`src/rtl/vending_pkg.sv`:
```
// Shared vending definitions: FSM state encoding and default bus widths,
// also consumed by the keypad/coin front-end decoders.
package vending_pkg;

  localparam int unsigned DEF_NUM_PRODUCTS = 8;
  localparam int unsigned DEF_ID_W         = $clog2(DEF_NUM_PRODUCTS);
  localparam int unsigned DEF_CREDIT_W     = 8;
  localparam int unsigned STATE_W          = 3;

  typedef enum logic [STATE_W-1:0] {
    ST_IDLE     = 3'd0,
    ST_SELECTED = 3'd1,
    ST_PAYMENT  = 3'd2,
    ST_DISPENSE = 3'd3,
    ST_CHANGE   = 3'd4
  } vend_state_e;

endpackage

```
`src/rtl/vend_credit_acc.sv`:
```
// Credit accumulator with saturating coin add, plus the payment inactivity
// counter; both are cleared/loaded under FSM control.
module vend_credit_acc
  import vending_pkg::*;
#(
  parameter int unsigned CREDIT_W    = DEF_CREDIT_W,
  parameter int unsigned TIMEOUT_CYC = 255
) (
  input  logic                clk,
  input  logic                reset,
  input  logic                clr,
  input  logic                add_en,
  input  logic [CREDIT_W-1:0] add_value,
  input  logic                cnt_en,
  output logic [CREDIT_W-1:0] credit,
  output logic [CREDIT_W-1:0] sat_sum_c,
  output logic                cnt_last_c
);

  localparam int unsigned CNT_W = (TIMEOUT_CYC > 1) ? $clog2(TIMEOUT_CYC) : 1;
  localparam logic [CNT_W-1:0] CNT_LAST = CNT_W'(TIMEOUT_CYC - 1);

  logic [CREDIT_W-1:0] credit_q, credit_d;
  logic [CNT_W-1:0]    cnt_q, cnt_d;
  logic [CREDIT_W:0]   sum_c;

  // Counter holds at its last value so it can never wrap back into range.
  always_comb begin
    sum_c     = {1'b0, credit_q} + {1'b0, add_value};
    sat_sum_c = sum_c[CREDIT_W] ? '1 : sum_c[CREDIT_W-1:0];
    credit_d  = credit_q;
    cnt_d     = cnt_q;
    if (clr) begin
      credit_d = '0;
      cnt_d    = '0;
    end else if (add_en) begin
      credit_d = sat_sum_c;
      cnt_d    = '0;
    end else if (cnt_en && (cnt_q != CNT_LAST)) begin
      cnt_d = cnt_q + 1'b1;
    end
  end

  always_ff @(posedge clk) begin
    if (reset) begin
      credit_q <= '0;
      cnt_q    <= '0;
    end else begin
      credit_q <= credit_d;
      cnt_q    <= cnt_d;
    end
  end

  assign credit     = credit_q;
  assign cnt_last_c = (cnt_q == CNT_LAST);

endmodule

```
`src/rtl/vending_ctrl_fsm.sv`:
```
// Multi-product vending sequencer: selection, coin payment with cancel and
// inactivity refund, timed dispense and change return.
module vending_ctrl_fsm
  import vending_pkg::*;
#(
  parameter int unsigned NUM_PRODUCTS = DEF_NUM_PRODUCTS,
  parameter int unsigned ID_W         = $clog2(NUM_PRODUCTS),
  parameter int unsigned CREDIT_W     = DEF_CREDIT_W,
  parameter int unsigned TIMEOUT_CYC  = 255,
  parameter int unsigned DISPENSE_CYC = 4
) (
  input  logic                             clk,
  input  logic                             reset,
  input  logic                             sel_valid,
  input  logic [ID_W-1:0]                  sel_id,
  input  logic                             coin_valid,
  input  logic [CREDIT_W-1:0]              coin_value,
  input  logic                             cancel,
  input  logic [NUM_PRODUCTS*CREDIT_W-1:0] price_flat,
  input  logic [NUM_PRODUCTS-1:0]          stock_empty,
  output logic [STATE_W-1:0]               state,
  output logic [CREDIT_W-1:0]              credit,
  output logic                             dispense_valid,
  output logic [ID_W-1:0]                  dispense_id,
  output logic                             change_valid,
  output logic [CREDIT_W-1:0]              change_amount,
  output logic                             sel_err
);

  localparam int unsigned DCNT_W = (DISPENSE_CYC > 1) ? $clog2(DISPENSE_CYC) : 1;
  localparam logic [DCNT_W-1:0] DCNT_LAST = DCNT_W'(DISPENSE_CYC - 1);

  vend_state_e         state_q, state_d;
  logic [ID_W-1:0]     id_q, id_d;
  logic [CREDIT_W-1:0] price_q, price_d;
  logic [DCNT_W-1:0]   disp_cnt_q, disp_cnt_d;
  logic                dispense_valid_q, dispense_valid_d;
  logic [ID_W-1:0]     dispense_id_q, dispense_id_d;
  logic                change_valid_q, change_valid_d;
  logic [CREDIT_W-1:0] change_amount_q, change_amount_d;
  logic                sel_err_q, sel_err_d;

  logic [CREDIT_W-1:0] sel_price_c, amount_c, credit_c, sat_sum_c;
  logic                sel_ok_c, acc_clr_c, acc_add_c, acc_cnt_c, cnt_last_c;

  assign acc_clr_c = !(state_q inside {ST_IDLE, ST_PAYMENT, ST_DISPENSE});
  assign acc_add_c = (state_q == ST_PAYMENT) && coin_valid;
  assign acc_cnt_c = (state_q == ST_PAYMENT);

  vend_credit_acc #(
    .CREDIT_W    (CREDIT_W),
    .TIMEOUT_CYC (TIMEOUT_CYC)
  ) u_acc (
    .clk        (clk),
    .reset      (reset),
    .clr        (acc_clr_c),
    .add_en     (acc_add_c),
    .add_value  (coin_value),
    .cnt_en     (acc_cnt_c),
    .credit     (credit_c),
    .sat_sum_c  (sat_sum_c),
    .cnt_last_c (cnt_last_c)
  );

  // Out-of-range ids match no entry, so they read as not-sellable.
  always_comb begin
    sel_price_c = '0;
    sel_ok_c    = 1'b0;
    for (int i = 0; i < NUM_PRODUCTS; i++) begin
      if (sel_id == ID_W'(i)) begin
        sel_price_c = price_flat[i*CREDIT_W +: CREDIT_W];
        sel_ok_c    = !stock_empty[i];
      end
    end
  end

  always_comb begin
    state_d    = state_q;
    id_d       = id_q;
    price_d    = price_q;
    disp_cnt_d = disp_cnt_q;
    sel_err_d  = 1'b0;
    amount_c   = '0;
    unique case (state_q)
      ST_IDLE: begin
        if (sel_valid) begin
          if (sel_ok_c) begin
            id_d    = sel_id;
            price_d = sel_price_c;
            state_d = ST_SELECTED;
          end else begin
            sel_err_d = 1'b1;
          end
        end
      end
      ST_SELECTED: state_d = ST_PAYMENT;
      // Purchase check uses registered credit; a same-cycle coin joins any refund.
      ST_PAYMENT: begin
        if (credit_c >= price_q) begin
          state_d    = ST_DISPENSE;
          disp_cnt_d = '0;
        end else if (cancel || (cnt_last_c && !coin_valid)) begin
          state_d  = ST_CHANGE;
          amount_c = coin_valid ? sat_sum_c : credit_c;
        end
      end
      ST_DISPENSE: begin
        if (disp_cnt_q == DCNT_LAST) begin
          state_d  = ST_CHANGE;
          amount_c = credit_c - price_q;
        end else begin
          disp_cnt_d = disp_cnt_q + 1'b1;
        end
      end
      ST_CHANGE: state_d = ST_IDLE;
      default:   state_d = ST_IDLE;
    endcase
    dispense_valid_d = (state_d == ST_DISPENSE);
    dispense_id_d    = dispense_valid_d ? id_d : '0;
    change_valid_d   = (state_d == ST_CHANGE) && (amount_c != '0);
    change_amount_d  = change_valid_d ? amount_c : '0;
  end

  always_ff @(posedge clk) begin
    if (reset) begin
      state_q          <= ST_IDLE;
      id_q             <= '0;
      price_q          <= '0;
      disp_cnt_q       <= '0;
      dispense_valid_q <= 1'b0;
      dispense_id_q    <= '0;
      change_valid_q   <= 1'b0;
      change_amount_q  <= '0;
      sel_err_q        <= 1'b0;
    end else begin
      state_q          <= state_d;
      id_q             <= id_d;
      price_q          <= price_d;
      disp_cnt_q       <= disp_cnt_d;
      dispense_valid_q <= dispense_valid_d;
      dispense_id_q    <= dispense_id_d;
      change_valid_q   <= change_valid_d;
      change_amount_q  <= change_amount_d;
      sel_err_q        <= sel_err_d;
    end
  end

  assign state          = state_q;
  assign credit         = credit_c;
  assign dispense_valid = dispense_valid_q;
  assign dispense_id    = dispense_id_q;
  assign change_valid   = change_valid_q;
  assign change_amount  = change_amount_q;
  assign sel_err        = sel_err_q;

endmodule

```
`config.mk`:
```
export PLATFORM = sky130hd
export DESIGN_NAME = vending_ctrl_fsm
export DESIGN_NICKNAME = d
export VERILOG_FILES = /design/src/rtl/vending_pkg.sv /design/src/rtl/vend_credit_acc.sv /design/src/rtl/vending_ctrl_fsm.sv
export SDC_FILE = /design/constraint.sdc
export NUM_CORES = 1
export LEC_CHECK = 0
export BUFFER_PORTS_ARGS = -buffer_cell sky130_fd_sc_hd__buf_2
export CAP_MARGIN = 20
export CORE_MARGIN = 5
export CORE_UTILIZATION = 50
export DETAILED_ROUTE_END_ITERATION = 10
export GPL_TIMING_DRIVEN = 0
export HOLD_SLACK_MARGIN = 0.02
export PLACE_DENSITY = 0.8
export SETUP_SLACK_MARGIN = 0.4
export SYNTH_ARGS = -nofsm -noshare
export SYNTH_HDL_FRONTEND = slang
export SYNTH_SLANG_ARGS = --single-unit
export TNS_END_PERCENT = 1
```
`constraint.sdc`:
```
create_clock -name clk -period 4.2 [get_ports clk]
set_clock_uncertainty 0.2 [all_clocks]
set_input_delay 1.26 -clock clk [delete_from_list [all_inputs] [get_ports clk]]
set_output_delay 1.26 -clock clk [all_outputs]
set_load 0.01 [all_outputs]
```
==> results.md <==
- PnR worst setup slack: 0.537 ns
- RePlAce Congestion: 0.937
- Vias in the first global route: 3428
- GRT overflow: 0
- Finished Core Util: 63.7%
- Global routing's busiest layer: met2
- H-tree Lvls: 2
- Measured slew at the worst slew-check pin: 0.657 ns
- Clock sink count: 46
- Fin crit period: 3.66 ns
- DRT iter0 DRCs: 213
- Crit path max-delay cell type: fa_1
- Final hold violation count: 0
- Via count: 3530
- Hold Path Sink: price_q[3]
- # IOs: 113
- Hold wc startpoint: price_q[3]
- CTS buffer count: 5
- R2R depth: 11
- Synth unique cells: 62
- Unrepaired setup endpoints after global routing: no
- Leakage power: 1.87 nW
- Final setup viols: 0
- DRT Pass-1 Iters: 5
- Crit path cell chain: buf_2 > ha_1 > fa_1 > a211oi_2 > nor2_2 > o311a_1 > a211oi_1 > a21oi_1 > a22oi_1 > a31oi_1
- Max Fclk: 0.273 GHz
- Routing usage on met2: 38.0%
- Layout cells sized above 1: 27.1%
- Final Slew Violations: 0
- Reg2Reg Setup Slack: 1.23 ns
- TritonCTS clock tree: yes
- TNS Setup: 0 ns
- Total wire length: 9150 microns
- Post-synth EDFFs: 0
- Max_slew headroom: 55.6%
- Top FF cell, synth: dfxtp_1
- Die ar.: 8390 sq um
- Hold Worst Slack: 0.256 ns
- Most frequent cells in the layout: buf_2 (118), nor2_1 (53), dfxtp_1 (46)
- Synth Cell Area: 3330 sq um
- CP max stage delay: 0.44 ns
- Starting Density: 51.8%
- Clock slew at reported path FFs: 0.09 ns
- DRT antenna net count: 0
- #FFs+latches synth: 46
- Commonest non-fill, non-tap cell in the layout: buf_2
- PD cells: 342 nW/um^2
- Design Power: 0.00140 W
- Total GRT Usage: 21.8%
- Mapped Nets: 523
- Yosys Warn Count: 0
- Crit path launch type: input port
- Die H: 91.6 microns
- Chip Width: 91.6 microns
- Worst setup EP type: register
- Largest net degree at the start of global routing: 16
- Crit path max-delay family: compound AO/OA/AOI/OAI gates
- CP bufs+invs: 1
- Worst path arrival time: 3.63 ns
- Critical path required time: 4.17 ns
- Post-synthesis async set-or-reset flop share: 0%
- Sequential fraction of the synthesis area: 27.7%
- Vias per cell: 5.80
- Row count: 29
- Post-Syn Area per Cell: 8.04 sq um
- GR Layer Usage met3: 3.72%
- CTS max path bufs: 2
- Max FO, Critical Path: 4
- Initial antenna violation count: 0
- Hold Path Class: reg -> reg
- Path type of the worst setup path: in -> reg
- Post-CTS sizing: 0
- Status: completed
- Fin crit share: 87.2%
- Worst-Skew Late Latency: 0.29 ns
- Avg WL per Cell: 15.0 microns
- Nets: 640
- Worst r2r dst: change_valid
- Max-Cap Viols: 0
- Met1 GRT Util: 27.2%
- Worst slack, placed: 0.230 ns
- Synth Instances: 414
- R2R Path Start: u_acc.credit[0]
- First-pass GRT wire length: 15400 microns
- Post-CTS Setup Inserts: 0
- Max VDD drop: 0.146 mV
- Diodes inserted: 0
- Core Area: 6420 sq um
- Hold path cells: 2
- Root Buffer: clkbuf_8
- # DRC: 0
- # port buffers: 110
- Layout area overhead: 22.8%
- Dpl hpwl: 7500 microns
state kept, by name, indices dropped and copies added (netlist names):
signal          cells
change_amount       8
change_valid        1
disp_cnt_q          2
dispense_id         3
dispense_valid      1
id_q                3
price_q             8
sel_err             1
state               3
u_acc.cnt_q         8
u_acc.credit        8
routing by layer:
layer  vias to the layer above  wire length (microns)
met5                         -                      0
met2                       178                   4260
met3                        26                    722
met1                      1562                   3920
met4                         0                    249
li1                       1764                      -
worst reg2reg max path: stages (launching register included):
cell,delay [ns]
dfxtp_1,0.36
inv_1,0.12
ha_1,0.18
inv_1,0.05
fa_1,0.42
a21oi_1,0.19
a21oi_1,0.10
o22ai_1,0.27
nand3_1,0.21
o32ai_1,0.52
nor4b_1,0.10
a31oi_1,0.17
how the worst max path moves through the flow:
stage                              from            to  slack [ns]  cells past startpoint
after floorplan           coin_value[0]  change_valid        0.58                      9
after global placement    coin_value[0]  change_valid        0.26                     10
after detailed placement  coin_value[0]  change_valid        0.23                     10
after CTS                 coin_value[0]  change_valid        0.55                     10
after global routing      coin_value[0]  change_valid        0.40                     10
final                     coin_value[0]  change_valid        0.54                     10
logic make-up after synthesis:
logic type,share of synthesized area (%)
adders and majority gates,8.34
DFF,27.7
muxes,6.09
and+or+nand+nor,21.6
xor gates and xnor gates,3.16
AOI/OAI and AO/OA,28.4
buffers and inverters,4.70
metrics by stage:
stage               cells  instance area, sq um
floorplan             414                  3330
finish                609                  4090
global route          609                  4090
CTS                   609                  4090
global placement      601                  3980
detailed placement    601                  3980
cell type report:
class                      count  area, sq um
tap                           77         96.3
clock inverter                 3         43.8
buffer                        23         96.3
fill                         545         2330
sequential                    46          921
inverter                      16         60.1
timing repair buffer         110          551
clock buffer                   5         68.8
multi-input combinational    329         2250
where the power goes:
| part | switching (W) | internal, W |
|---|---|---|
| logic | 0.000312 | 0.000256 |
| clock network | 0.000150 | 0.000178 |
| registers | 0.0000336 | 0.000469 |
synthesized netlist by cell type, types with 4 or more instances:
cell	instances	area (sq um)
nand4_1	4	25.0
o21ai_0	16	80.1
mux2i_1	9	90.1
nand2b_1	12	75.1
o21a_1	5	37.5
nor2b_1	9	56.3
clkbuf_1	15	56.3
dfxtp_1	46	921
a22o_1	5	43.8
nor2_1	53	199
a211oi_1	21	158
nand2_1	23	86.3
xor2_1	8	70.1
and2_1	5	31.3
inv_1	16	60.1
a21o_1	4	30.0
ha_1	19	238
nand3_1	6	30.0
or2_2	6	37.5
a221o_1	5	50.1
nor3_1	8	40.0
a21oi_1	40	200
xnor2_1	4	35.0
buf_2	8	40.0
what timing repair did:
action	4_1_cts	5_1_grt
endpoints found under the setup margin	0	1
hold buffers	0	0
endpoints found under the hold margin	0	0
Power figures use the tool's default switching activity.
